### src/rtl/stepper_cmd_sched_pkg.sv
// Shared types and command-word field positions for the stepper command scheduler.
// Latency: none, this file holds only declarations.
// Backpressure: not applicable.
package stepper_pkg;

    // Scheduler FSM states
    typedef enum logic [2:0] {
        ST_IDLE      = 3'd0,
        ST_ISSUE     = 3'd1,
        ST_SETTLE    = 3'd2,
        ST_WAIT_MOVE = 3'd3,
        ST_DWELL     = 3'd4
    } sched_state_e;

    // Command word layout: [31:23] dwell_ms, [22:21] mode, [20:0] target
    localparam int DWELL_MSB  = 31;
    localparam int DWELL_LSB  = 23;
    localparam int MODE_MSB   = 22;
    localparam int MODE_LSB   = 21;
    localparam int TARGET_MSB = 20;

    typedef logic [31:0] cmd_word_t;

endpackage

### src/rtl/stepper_cmd_sched_if.sv
// Command, driver and status signals of the stepper command scheduler.
// Latency: none, wiring only.
// Backpressure: cmd_valid/cmd_ready on the command side; driver side is strobe-only.
interface stepper_cmd_sched_if #(
    parameter int DEPTH = 8
);
    logic [31:0]             cmd_data;
    logic                    cmd_valid;
    logic                    cmd_ready;
    logic                    abort;
    logic                    at_target;
    logic [31:0]             drv_data;
    logic                    drv_new;
    logic                    busy;
    logic                    done;
    logic [$clog2(DEPTH):0]  q_count;

    // Processor/driver side
    modport master (
        output cmd_data, cmd_valid, abort, at_target,
        input  cmd_ready, drv_data, drv_new, busy, done, q_count
    );

    // Scheduler side
    modport slave (
        input  cmd_data, cmd_valid, abort, at_target,
        output cmd_ready, drv_data, drv_new, busy, done, q_count
    );
endinterface

### src/rtl/stepper_cmd_fifo.sv
// Synchronous command FIFO with flush, full/empty flags and occupancy count.
// Latency: a word pushed at cycle N is readable at the head in cycle N+1.
// Backpressure: pushes while full and pops while empty are ignored; flush wins over both.
module stepper_cmd_fifo #(
    parameter int DEPTH = 8,
    parameter int W     = 32
) (
    input  logic                   clk,
    input  logic                   rst_n,
    input  logic                   flush_i,
    input  logic                   wr_en_i,
    input  logic [W-1:0]           wr_data_i,
    input  logic                   rd_en_i,
    output logic [W-1:0]           rd_data_o,
    output logic                   full_o,
    output logic                   empty_o,
    output logic [$clog2(DEPTH):0] count_o
);
    localparam int AW = $clog2(DEPTH);

    logic [W-1:0]  mem_q [DEPTH];
    logic [AW-1:0] wr_ptr_q, wr_ptr_d, rd_ptr_q, rd_ptr_d;
    logic [AW:0]   count_q, count_d;
    logic          do_push, do_pop;

    assign full_o    = (count_q == (AW+1)'(DEPTH));
    assign empty_o   = (count_q == '0);
    assign count_o   = count_q;
    assign rd_data_o = mem_q[rd_ptr_q];
    assign do_push   = wr_en_i && !full_o;
    assign do_pop    = rd_en_i && !empty_o;

    // Next pointers/count; power-of-two depth lets the pointers wrap naturally
    always_comb begin
        wr_ptr_d = wr_ptr_q;
        rd_ptr_d = rd_ptr_q;
        count_d  = count_q;
        if (flush_i) begin
            wr_ptr_d = '0;
            rd_ptr_d = '0;
            count_d  = '0;
        end else begin
            if (do_push) wr_ptr_d = wr_ptr_q + AW'(1);
            if (do_pop)  rd_ptr_d = rd_ptr_q + AW'(1);
            count_d = count_q + {{AW{1'b0}}, do_push} - {{AW{1'b0}}, do_pop};
        end
    end

    // Pointer and count registers
    always_ff @(posedge clk or negedge rst_n) begin
        if (!rst_n) begin
            wr_ptr_q <= '0;
            rd_ptr_q <= '0;
            count_q  <= '0;
        end else begin
            wr_ptr_q <= wr_ptr_d;
            rd_ptr_q <= rd_ptr_d;
            count_q  <= count_d;
        end
    end

    // Storage array, written only on an accepted push that is not being flushed
    always_ff @(posedge clk) begin
        if (do_push && !flush_i) mem_q[wr_ptr_q] <= wr_data_i;
    end
endmodule

### src/rtl/stepper_cmd_sched.sv
// Queues motion commands and issues them one at a time to the stepper driver; optional dwell under STEPPER_SCHED_DWELL_EN.
// Latency: push into empty idle queue at N gives drv_new at N+2; done SETTLE_CYCLES+1 cycles after issue on immediate arrival.
// Backpressure: cmd_ready drops when the queue is full or abort is high; abort flushes the queue and returns to IDLE.
module stepper_cmd_sched
    import stepper_pkg::*;
#(
    parameter int DEPTH         = 8,
    parameter int TICKS_PER_MS  = 100000,
    parameter int SETTLE_CYCLES = 4
) (
    input  logic               CLK100MHZ,
    input  logic               resetn,
    stepper_cmd_sched_if.slave bus
);
    localparam int CW = $clog2(DEPTH) + 1;
    localparam int SW = $clog2(SETTLE_CYCLES);

    sched_state_e  state_q, state_d;
    logic [SW-1:0] settle_q, settle_d;
    cmd_word_t     last_q, last_d, head;
    logic          fifo_full, fifo_empty, pop, cmd_ready, drv_new, done;
    logic [CW-1:0] fifo_count;
`ifdef STEPPER_SCHED_DWELL_EN
    localparam int TW = $clog2(TICKS_PER_MS);
    logic [TW-1:0] tick_q, tick_d;
    logic [8:0]    ms_q, ms_d, dwell_q, dwell_d;
`endif

    // Abort blocks new writes so a flush never races with a push
    assign cmd_ready     = !fifo_full && !bus.abort;
    assign bus.cmd_ready = cmd_ready;
    assign bus.drv_new   = drv_new;
    assign bus.drv_data  = drv_new ? head : last_q;
    assign bus.busy      = (state_q != ST_IDLE) || !fifo_empty;
    assign bus.done      = done;
    assign bus.q_count   = fifo_count;

    stepper_cmd_fifo #(
        .DEPTH (DEPTH),
        .W     (32)
    ) u_fifo (
        .clk       (CLK100MHZ),
        .rst_n     (resetn),
        .flush_i   (bus.abort),
        .wr_en_i   (bus.cmd_valid && cmd_ready),
        .wr_data_i (bus.cmd_data),
        .rd_en_i   (pop),
        .rd_data_o (head),
        .full_o    (fifo_full),
        .empty_o   (fifo_empty),
        .count_o   (fifo_count)
    );

    // Next state, counters and strobes; abort overrides everything last
    always_comb begin
        state_d  = state_q;
        settle_d = settle_q;
        last_d   = last_q;
        pop      = 1'b0;
        drv_new  = 1'b0;
        done     = 1'b0;
`ifdef STEPPER_SCHED_DWELL_EN
        tick_d   = tick_q;
        ms_d     = ms_q;
        dwell_d  = dwell_q;
`endif
        case (state_q)
            ST_IDLE: begin
                if (!fifo_empty) state_d = ST_ISSUE;
            end
            ST_ISSUE: begin
                drv_new  = 1'b1;
                pop      = 1'b1;
                last_d   = head;
                settle_d = SW'(SETTLE_CYCLES - 1);
                state_d  = ST_SETTLE;
`ifdef STEPPER_SCHED_DWELL_EN
                dwell_d  = head[DWELL_MSB:DWELL_LSB];
`endif
            end
            ST_SETTLE: begin
                // Driver's moving flag is registered, so at_target is stale right after issue
                if (settle_q == '0) state_d  = ST_WAIT_MOVE;
                else                settle_d = settle_q - SW'(1);
            end
            ST_WAIT_MOVE: begin
                if (bus.at_target) begin
`ifdef STEPPER_SCHED_DWELL_EN
                    if (dwell_q == '0) begin
                        done    = 1'b1;
                        state_d = ST_IDLE;
                    end else begin
                        tick_d  = '0;
                        ms_d    = '0;
                        state_d = ST_DWELL;
                    end
`else
                    done    = 1'b1;
                    state_d = ST_IDLE;
`endif
                end
            end
`ifdef STEPPER_SCHED_DWELL_EN
            ST_DWELL: begin
                // Finish on the tick wrap that completes the last millisecond
                if (tick_q == TW'(TICKS_PER_MS - 1)) begin
                    tick_d = '0;
                    ms_d   = ms_q + 9'd1;
                    if ((ms_q + 9'd1) == dwell_q) begin
                        done    = 1'b1;
                        state_d = ST_IDLE;
                    end
                end else begin
                    tick_d = tick_q + TW'(1);
                end
            end
`endif
            default: state_d = ST_IDLE;
        endcase

        // Cancel any issue or completion in the abort cycle; an issued move keeps running in the driver
        if (bus.abort) begin
            state_d = ST_IDLE;
            pop     = 1'b0;
            drv_new = 1'b0;
            done    = 1'b0;
            last_d  = last_q;
        end
    end

    // State, settle counter and last issued word
    always_ff @(posedge CLK100MHZ or negedge resetn) begin
        if (!resetn) begin
            state_q  <= ST_IDLE;
            settle_q <= '0;
            last_q   <= '0;
        end else begin
            state_q  <= state_d;
            settle_q <= settle_d;
            last_q   <= last_d;
        end
    end

`ifdef STEPPER_SCHED_DWELL_EN
    // Dwell counters
    always_ff @(posedge CLK100MHZ or negedge resetn) begin
        if (!resetn) begin
            tick_q  <= '0;
            ms_q    <= '0;
            dwell_q <= '0;
        end else begin
            tick_q  <= tick_d;
            ms_q    <= ms_d;
            dwell_q <= dwell_d;
        end
    end
`endif
endmodule
### src/flat_wrapper.sv
// flat-port wrapper written by rule: the top's interface ports become plain ports
module stepper_cmd_sched_flat import stepper_pkg::*;
#(
    parameter int DEPTH         = 8,
    parameter int TICKS_PER_MS  = 100000,
    parameter int SETTLE_CYCLES = 4
)
  (CLK100MHZ, resetn, bus_cmd_data, bus_cmd_valid, bus_abort, bus_at_target, bus_cmd_ready, bus_drv_data, bus_drv_new, bus_busy, bus_done, bus_q_count);
  stepper_cmd_sched_if #(.DEPTH(DEPTH)) bus_i ();
  input  logic CLK100MHZ;
  input  logic resetn;
  input wire logic [$bits(bus_i.cmd_data)-1:0] bus_cmd_data;
  input wire logic [$bits(bus_i.cmd_valid)-1:0] bus_cmd_valid;
  input wire logic [$bits(bus_i.abort)-1:0] bus_abort;
  input wire logic [$bits(bus_i.at_target)-1:0] bus_at_target;
  output wire logic [$bits(bus_i.cmd_ready)-1:0] bus_cmd_ready;
  output wire logic [$bits(bus_i.drv_data)-1:0] bus_drv_data;
  output wire logic [$bits(bus_i.drv_new)-1:0] bus_drv_new;
  output wire logic [$bits(bus_i.busy)-1:0] bus_busy;
  output wire logic [$bits(bus_i.done)-1:0] bus_done;
  output wire logic [$bits(bus_i.q_count)-1:0] bus_q_count;
  assign bus_i.cmd_data = bus_cmd_data;
  assign bus_i.cmd_valid = bus_cmd_valid;
  assign bus_i.abort = bus_abort;
  assign bus_i.at_target = bus_at_target;
  assign bus_cmd_ready = bus_i.cmd_ready;
  assign bus_drv_data = bus_i.drv_data;
  assign bus_drv_new = bus_i.drv_new;
  assign bus_busy = bus_i.busy;
  assign bus_done = bus_i.done;
  assign bus_q_count = bus_i.q_count;
  stepper_cmd_sched #(.DEPTH(DEPTH), .TICKS_PER_MS(TICKS_PER_MS), .SETTLE_CYCLES(SETTLE_CYCLES)) u_core (.CLK100MHZ(CLK100MHZ), .resetn(resetn), .bus(bus_i));
endmodule
### config.mk
export PLATFORM = sky130hd
export DESIGN_NAME = stepper_cmd_sched_flat
export DESIGN_NICKNAME = d
export VERILOG_FILES = /design/src/rtl/stepper_cmd_sched_pkg.sv /design/src/rtl/stepper_cmd_sched_if.sv /design/src/rtl/stepper_cmd_fifo.sv /design/src/rtl/stepper_cmd_sched.sv /design/src/flat_wrapper.sv
export SDC_FILE = /design/constraint.sdc
export NUM_CORES = 1
export LEC_CHECK = 0
export ABC_AREA = 1
export CAP_MARGIN = 0
export CELL_PAD_IN_SITES_DETAIL_PLACEMENT = 1
export CELL_PAD_IN_SITES_GLOBAL_PLACEMENT = 1
export CORE_MARGIN = 2
export CORE_UTILIZATION = 53
export CTS_BUF_LIST = sky130_fd_sc_hd__clkbuf_4 sky130_fd_sc_hd__clkbuf_8
export DETAILED_ROUTE_END_ITERATION = 12
export PLACE_DENSITY = 0.95
export SLEW_MARGIN = 15
export SYNTH_ARGS = -nofsm -noshare
export SYNTH_HDL_FRONTEND = slang
export SYNTH_SLANG_ARGS = --single-unit
### constraint.sdc
create_clock -name CLK100MHZ -period 5.7 [get_ports CLK100MHZ]
set_input_delay 0.855 -clock CLK100MHZ [delete_from_list [all_inputs] [get_ports CLK100MHZ]]
set_output_delay 0.855 -clock CLK100MHZ [all_outputs]
set_load 0.005 [all_outputs]
After elaboration in Yosys (flattened, before gate mapping)
Memory sizes are Yosys's and may differ from the RTL's.
Cells that the tools add are included.

operators by class
  $add $sub $neg = 5
  eq/ne operators = 8
  mux-type cells = 20
  bitwise logic cells = 1
  reduce and logical (&&, ||, !) cells = 19

operators by type and width
  cell                                                                    count
  32-bit two-way mux                                                      1
  3-bit two-way mux                                                       8
  3-bit case mux with 4 select lines                                      1
  1-bit two-way mux                                                       7
  3-bit by 1-bit adder with 3-bit output (second input constant)          2
  3-bit by 2-bit equality test with 1-bit output (second input constant)  2
  3-bit != test (second input constant)                                   2
  2-bit nonzero test                                                      3
  1-bit logical AND                                                       5
  4-bit by 1-bit adder with 4-bit output                                  1
  4-bit equality test (second input constant)                             1
  4-bit zero test                                                         1
  4-bit two-way mux                                                       1
  2-bit case mux with 2 select lines                                      1
  2-bit AND reduction                                                     2
  4-bit by 1-bit subtractor with 4-bit output                             1
  3-bit by 1-bit equality test with 1-bit output (second input constant)  1
  1-bit zero test                                                         3
  3-bit zero test                                                         1
  3-bit by 2-bit != test with 1-bit output (second input constant)        1
  3-bit AND reduction                                                     1
  3-bit nonzero test                                                      1
  2-bit zero test                                                         1
  2-bit two-way mux                                                       1
  4 further kinds                                                         4

storage, ports and cells
  flip-flop bits (word level) = 47
  memory bits (writable) = 256
  word-level logic and storage cells = 60
  memories = 1

memory list
  memory               depth  width  rd ports  clocked after memory_dff  wr ports  RTL line                source
  u_core.u_fifo.mem_q  8      32     1         0                         1         stepper_cmd_fifo.sv:21  logic [W-1:0] mem_q [DEPTH];

Longest topological paths before layout
Gate-level depths: netlist of run 1.

  word-level depth = 8
  depth in mapped cells = 14
  gate-level depth less buffers = 14

Cells and area by module
From an unflattened synthesis of run 1, not the netlist that was laid out.

second synthesis, totals
  cell total of the unflattened synthesis = 1376
  area total of the unflattened synthesis = 13329.0 um2

modules (own cells, without submodules)
  module             times used  cells an instance  area each (um2)  seq. area each (um2)
  stepper_cmd_fifo   1           1198               11765.0          7937.6
  stepper_cmd_sched  1           178                1564.0           900.9

Worst setup path after synthesis of run 1
No wires, ideal clock.

  path type = input to register
  start point = input port bus_abort
  end point = memory u_core.u_fifo.mem_q[0][0] (enable)
  setup time = 421 ps
  arrival = 2834 ps
  setup slack = 2445 ps
  stages = 6
  cell sequence = buf_4 -> inv_1 -> nand3_1 -> inv_1 -> nand2_1 -> nor2_1

on the way
  word-level cells in the longest chain between the ends = 7

RTL lines
  what                                       RTL line                                         source
  from (decl)                                flat_wrapper.sv:14                               input wire logic [$bits(bus_i.abort)-1:0] bus_abort;
  1-bit zero test *                          stepper_cmd_fifo.sv:64, stepper_cmd_sched.sv:30
  1-bit logical AND                          stepper_cmd_sched.sv:30                          assign cmd_ready = !fifo_full && !bus.abort;
  1-bit logical AND                          stepper_cmd_sched.sv:45                          .wr_en_i (bus.cmd_valid && cmd_ready),
  1-bit logical AND                          stepper_cmd_fifo.sv:30                           assign do_push = wr_en_i && !full_o;
  1-bit logical AND *                        stepper_cmd_fifo.sv:64                           if (do_push && !flush_i) mem_q[wr_ptr_q] <= wr_data_i;
  1-bit two-way mux *                        stepper_cmd_fifo.sv:64
  1-bit two-way mux (not written as such) *  stepper_cmd_fifo.sv:64
  to (decl)                                  stepper_cmd_fifo.sv:21

Mark *: on every way between the ends. The rest lies on a longest branch, timed or not.

Worst setup path in the final report of run 1
  start point = register u_core.u_fifo.rd_ptr_q[0]
  end point = output port bus_drv_data[25]

on the way
  word-level cells in the longest chain between the ends = 2

RTL lines
  what                    RTL line                 source
  from (decl)             stepper_cmd_fifo.sv:22   logic [AW-1:0] wr_ptr_q, wr_ptr_d, rd_ptr_q, rd_ptr_d;
  from (signal assigned)  stepper_cmd_fifo.sv:57   rd_ptr_q <= rd_ptr_d;
  memory 8 x 32 bit       n/a
  32-bit two-way mux      stepper_cmd_sched.sv:33  assign bus.drv_data = drv_new ? head : last_q;
  to (decl)               flat_wrapper.sv:17       output wire logic [$bits(bus_i.drv_data)-1:0] bus_drv_data;

No other way between the ends.

==> flow_summary_export.csv, run 1 <==
group,metric,value,unit
run_status,run_status,"finished, final reports clean",
cts,cts_buffers,49,
logic_synthesis,synth_cells,1233,
worst_setup_path,crit_chain,"buf_4, nand2_1, nand2_1, nand2_1, nand3_1, nand3_1, nand2_1, clkdlybuf4s50_1",
worst_setup_path,path_buf_inv,2,
logic_synthesis,seq_area_frac_synth,0.6890,
drt,via_count,9508,
timing,fin_crit,4.371,ns
logic_synthesis,synthTopCellsByCount,"404 x nand2_1, 256 x edfxtp_1, 217 x inv_1",
timing,fmax,228.8,MHz
cts,clock_latency,0.58,ns
logic_synthesis,synth_warnings,0,
drt,first_pass_iters,5,
cts,cts-root-buf,"clkbuf_8",
power_and_ir_drop,p_leak,6.491,nW
floorplan,dieArea,25470,um^2
worst_setup_path,path_common_cell,"nand2_1",
cts,cts_max_level,2,
drt,wl_per_cell,23.52,um
logic_synthesis,ys_top_cells_by_area,"edfxtp_1 60%, nand2_1 12%, dfrtp_1 9.0%",
logic_synthesis,netlist_area,12830,um^2
placement,gp_congestion,0.7519,
drt,wirelength,39.53,mm
worst_setup_path,criticalPathCategory,"flop to output pin",
logic_synthesis,yosysUniqueCellTypes,20,
placement,dp_hpwl,22.17,mm
floorplan,dieWidth,159.6,um
cts,cts_tree,"built",
timing,slew_violations,0,
floorplan,ioPinCount,77,
grt,grt_max_degree,71,
floorplan,num_rows,56,
min_path,hp-class,"primary input to asynchronous set/reset pin",
cts,hold_buffers,0,
timing,finalCritPeriodShare,0.7669,
timing,hold_viol,0,
worst_setup_path,worstPathRequired,4.85,ns
flow_run,maxCapViolCount,0,
drt,drt_iter0_drc,877,
timing,setup_tns,0,ns
timing,slew_headroom,0.3378,
cts,cts_num_sinks,302,
timing,setup_violations,0,
floorplan,start_util,0.5433,
finish,nets,1374,
drt,viasPerCell,5.656,
placement,io_buffers,76,
grt,antenna_found_initial,1,
worst_setup_path,cp_max_fo,70,
logic_synthesis,ys_ff_latch,302,
logic_synthesis,synth_edf_count,256,
power_and_ir_drop,power.total,6.241,mW
logic_synthesis,syn-num-nets,1285,
drt,final_antenna_net_count,0,
power_and_ir_drop,max-vdd-ir-drop,0.2593,mV
timing,tightestPinTransition,0.9910,ns
grt,grt_pass1_vias,10695,
logic_synthesis,ys_async_sr_fraction,0.1523,
worst_setup_path,end_kind,"output pin",
finish,final_layout_size_suffix_gt1_frac,0.08670,
worst_setup_path,crit_family,"buffers and inverters",
cts,cts.clk_slew.worst_paths,0.06,ns
floorplan,die_y,159.6,um
timing,rsz0062_at_grt,"no",
drt,drc_errors,0,
worst_setup_path,cp.arrival,3.52,ns
finish,syn_to_final_growth,16.38,%
cts,cts_buffer_depth,3,
grt,grt_usage,0.3138,
logic_synthesis,avgSynthCellArea,10.40,um^2
worst_setup_path,start_kind,"flop",
cts,post_cts_resized,0,
logic_synthesis,synth_top_area_share,0.5992,
logic_synthesis,post-synth-top-count-cell,"nand2_1",
logic_synthesis,ys.flop_type,"edfxtp_1",
worst_setup_path,max_stage_delay,0.90,ns
worst_setup_path,rrSetupSlack,2.83,ns
logic_synthesis,yosys.area.top_type,"edfxtp_1",
grt,grt_remaining_overflow,0,
timing,skew,0.01509,ns
power_and_ir_drop,power.density,418.0,nW/um^2
worst_setup_path,cp_slowest_cell,"dfrtp_4",
finish,num-fill-cells,2523,
finish,finish.utilization,0.6323,
cts,post_cts_buffers,0,
grt,grt_first_pass_wirelength,60.68,mm
floorplan,core-area,23610,um^2
## layout by cell type, fill, tap and decap left out, drive strengths merged
master,Yosys,layout
nand3,199,199
a21oi,4,4
dfrtp,46,46
clkdlybuf4s50,0,75
o21ai,9,9
o22ai,1,1
fa,1,1
xor2,1,1
buf,47,19
ha,14,14
nand2,404,404
clkinvlp,0,1
clkbuf,9,78
clkinv,0,11
inv,218,218
xnor2,2,2
nor2,21,21
edfxtp,256,256
diode,0,1
and2,1,1
## worst paths after layout
check	from	endpoint	cells after the start
min in group CLK100MHZ	u_core.last_q[30]	u_core.last_q[30]	2
min	resetn	u_core.last_q[20]	2
min reg2reg	u_core.last_q[30]	u_core.last_q[30]	2
max reg2reg	u_core.state_q[1]	u_core.u_fifo.count_o[2]	13
max	u_core.u_fifo.rd_ptr_q[0]	bus_drv_data[25]	8
max in group asynchronous	resetn	u_core.u_fifo.rd_ptr_q[0]	2
## layout make-up
type / count / area, um^2 / area share
tap: 319 / 399.1 / 0.02673
timing repair buffer: 94 / 890.9 / 0.05967
multi-input combinational: 657 / 2958 / 0.1981
inverter: 218 / 819.5 / 0.05489
clock inverter: 12 / 61.31 / 0.004107
clock buffer: 78 / 954.7 / 0.06395
sequential: 302 / 8843 / 0.5924
antenna: 1 / 2.502 / 0.0001676
## kinds of logic (layout without fill, tap and decap cells)
logic type | count (synthesis) | in the layout | synth area share
flip-flops | 302 | 302 | 0.6890
buffers and inverters | 274 | 402 | 0.08515
other | 0 | 1 | 0
XOR/XNOR | 3 | 3 | 0.002049
AO/OA/AOI/OAI | 14 | 14 | 0.005559
AND/OR/NAND/NOR | 625 | 625 | 0.2031
adder cells (fa/ha/maj) | 15 | 15 | 0.01522
## report_power, final
group | leakage [nW] | internal (mW) | switching, mW
Sequential | 2.89 | 2.60 | 0.134
Clock | 0.546 | 1.06 | 0.909
Combinational | 3.06 | 0.581 | 0.954
Total | 6.49 | 4.24 | 2.00
## metrics by stage
step / worst slack, ns / std cells / hold WS, ns / instance area, um^2
finish: 1.329 / 1681 / 0.4225 / 14930
global route: 1.210 / 1681 / 0.4534 / 14930
CTS: 1.355 / 1680 / 0.4250 / 14930
detailed placement: 1.474 / 1590 / 0.4684 / 13910
global placement: 1.608 / 1590 / 0.4635 / 13910
floorplan: 2.445 / 1233 / 0.4657 / 12830
## flip-flops by register name (all words and copies together) (netlist names)
name and flops:
u_core.state_q 2, u_core.u_fifo.rd_ptr_q 3, u_core.u_fifo.wr_ptr_q 3, u_core.settle_q 2, u_core.u_fifo.count_o 4, u_core.last_q 32
u_core.u_fifo.mem_q 256
## layer usage
metal  track usage  up-vias  part of all wire
met5             0        -                 0
met4        0.1463        0             0.038
met3       0.05262      118             0.061
met2        0.5586      449              0.52
met1        0.3722     4802              0.38
li1              -     4139                 -
(Power assumes the default switching activity.)
==> run 2: changes to the inputs <==
Settings changed: CORE_UTILIZATION 53 to 49, PLACE_DENSITY 0.95 to 0.93.
Clock period 5.7 ns to 4.51 ns, I/O delays scaled along.
==> run 2 against run 1 <==
Critical path depth is the same. First-iteration DRC count rose by 4.1%. Critical endpoint is now bus_drv_data[11]. Final cell count rose by 1.1%.
==> flow_summary_export.csv, run 2 (synthesis results as in run 1) <==
group,metric,value,unit
run_status,run_status,"finished, final reports clean",
floorplan,dieWidth,165.8,um
placement,gp_congestion,0.7462,
grt,grt_max_degree,87,
drt,wl_per_cell,22.08,um
finish,antennaDiodeCount,0,
timing,slew_headroom,0.3493,
cts,cts_buffers,50,
timing,slew_violations,0,
drt,met3_length,2.333,mm
drt,first_pass_iters,5,
timing,finalCritPeriodShare,0.9389,
cts,cts.clk_slew.worst_paths,0.07,ns
grt,grt_pass1_vias,10396,
timing,timing.hold.ws,0.2530,ns
placement,io_buffers,76,
power_and_ir_drop,p_leak,6.484,nW
cts,cts_num_sinks,302,
flow_run,maxCapViolCount,0,
finish,layout_commonest_cell,"nand2_1",
drt,wirelength,37.51,mm
timing,setup_ws,0.2757,ns
worst_setup_path,rrSetupSlack,1.76,ns
power_and_ir_drop,max-vdd-ir-drop,0.3458,mV
grt,grt_remaining_overflow,0,
worst_setup_path,r2r-end,"u_core.u_fifo.mem_q[3][23]",
drt,routed-wl-met2,19.35,mm
cts,hold_buffers,0,
drt,via_count,9390,
finish,largest_reg_flops,256,
finish,finish.utilization,0.5765,
finish,nets,1375,
grt,grt_usage,0.2725,
floorplan,start_util,0.4951,
cts,cts_max_level,2,
grt,grt_first_pass_wirelength,57.95,mm
power_and_ir_drop,power.density,519.8,nW/um^2
drt,drc_errors,0,
timing,rsz0062_at_grt,"no",
floorplan,num_rows,59,
timing,setup_violations,0,
floorplan,die_y,165.8,um
finish,num-fill-cells,2785,
timing,setup_tns,0,ns
drt,viasPerCell,5.527,
finish,finalNonFillerCells,1699,
worst_setup_path,cp_max_fo,86,
drt,top_layer,"met5",
drt,final_antenna_net_count,0,
worst_setup_path,cp.arrival,3.56,ns
grt,antenna_found_initial,1,
drt,drt_iter0_drc,913,
finish,regMostFlops,"u_core.u_fifo.mem_q",
placement,dp_hpwl,21.43,mm
floorplan,ioPinCount,77,
placement,place_ws,0.8886,ns
worst_setup_path,r2r_cells,8,
finish,final_layout_size_suffix_gt1_frac,0.08138,
placement,placed_cells,1606,
cts,post_cts_resized,0,
cts,post_cts_buffers,0,
cts,cts-root-buf,"clkbuf_8",
worst_setup_path,worstPathRequired,3.83,ns
cts,cts_buffer_depth,3,
finish,final_cell_mix,"404 x nand2_1, 256 x edfxtp_1, 216 x inv_1, 199 x nand3_1, 75 x clkdlybuf4s50_1",
floorplan,dieArea,27490,um^2
timing,fin_crit,4.234,ns
worst_setup_path,criticalPathCategory,"flop to output pin",
timing,skew,0.04731,ns
cts,cts_tree,"built",
timing,tightestPinTransition,0.9760,ns
worst_setup_path,end_kind,"output pin",
cts,clock_latency,0.61,ns
timing,fmax,236.2,MHz
finish,syn_to_final_growth,16.43,%
min_path,hp-class,"primary input to asynchronous set/reset pin",
timing,hold_viol,0,
worst_setup_path,r2r_start,"u_core.u_fifo.count_o[2]",
drt,wl_met1,14.40,mm
floorplan,core-area,25910,um^2
worst_setup_path,start_kind,"flop",
run 2: worst max path at each step:
| stage | startpoint | endpoint | cells after the start |
|---|---|---|---|
| 4_1_cts | u_core.u_fifo.rd_ptr_q[0] | bus_drv_data[11] | 8 |
| 3_5_place_dp | bus_abort | u_core.u_fifo.mem_q[3][4] | 7 |
| 5_1_grt | u_core.u_fifo.rd_ptr_q[0] | bus_drv_data[30] | 8 |
| 6_report | u_core.u_fifo.rd_ptr_q[0] | bus_drv_data[11] | 8 |
| 2_1_floorplan | bus_abort | u_core.u_fifo.mem_q[0][0] | 6 |
| 3_3_place_gp | bus_abort | bus_drv_data[18] | 7 |
run 2: worst max-delay path: stages (launching register included):
cell	delay [ns]
dfrtp_4	0.78
buf_4	0.83
nand2_1	0.18
nand2_1	0.14
nand2_1	0.06
nand3_1	0.12
nand3_1	0.09
nand2_1	0.15
clkdlybuf4s50_1	0.57
run 2: layer usage:
metal / vias up / global-route usage
li1: 4140 / -
met1: 4719 / 0.3285
met2: 419 / 0.4728
met3: 110 / 0.05148
met4: 2 / 0.1319
met5: - / 0
run 2: final cells by class:
cell class,count,area [um^2],area share
well taps,335,419.2,0.02806
repair buffers,94,928.4,0.06215
inverters,218,820.8,0.05495
clock inverters,21,95.09,0.006366
flip-flops and latches,302,8843,0.5921
multi-input cells,657,2958,0.1980
clock buffers,72,872.1,0.05839
run 2: power by group:
part	leakage [nW]	switching, mW	total, mW	internal, mW
registers	2.89	0.148	3.43	3.28
logic	3.08	1.19	1.94	0.749
clock network	0.519	1.14	2.39	1.25
run 2: through the flow:
| step | cell area, um^2 | total power [mW] |
|---|---|---|
| after floorplan | 12830 | 4.510 |
| after global placement | 13970 | 5.218 |
| after detailed placement | 13970 | 5.379 |
| after CTS | 14940 | 7.796 |
| after global routing | 14940 | 8.119 |
| final | 14940 | 7.764 |
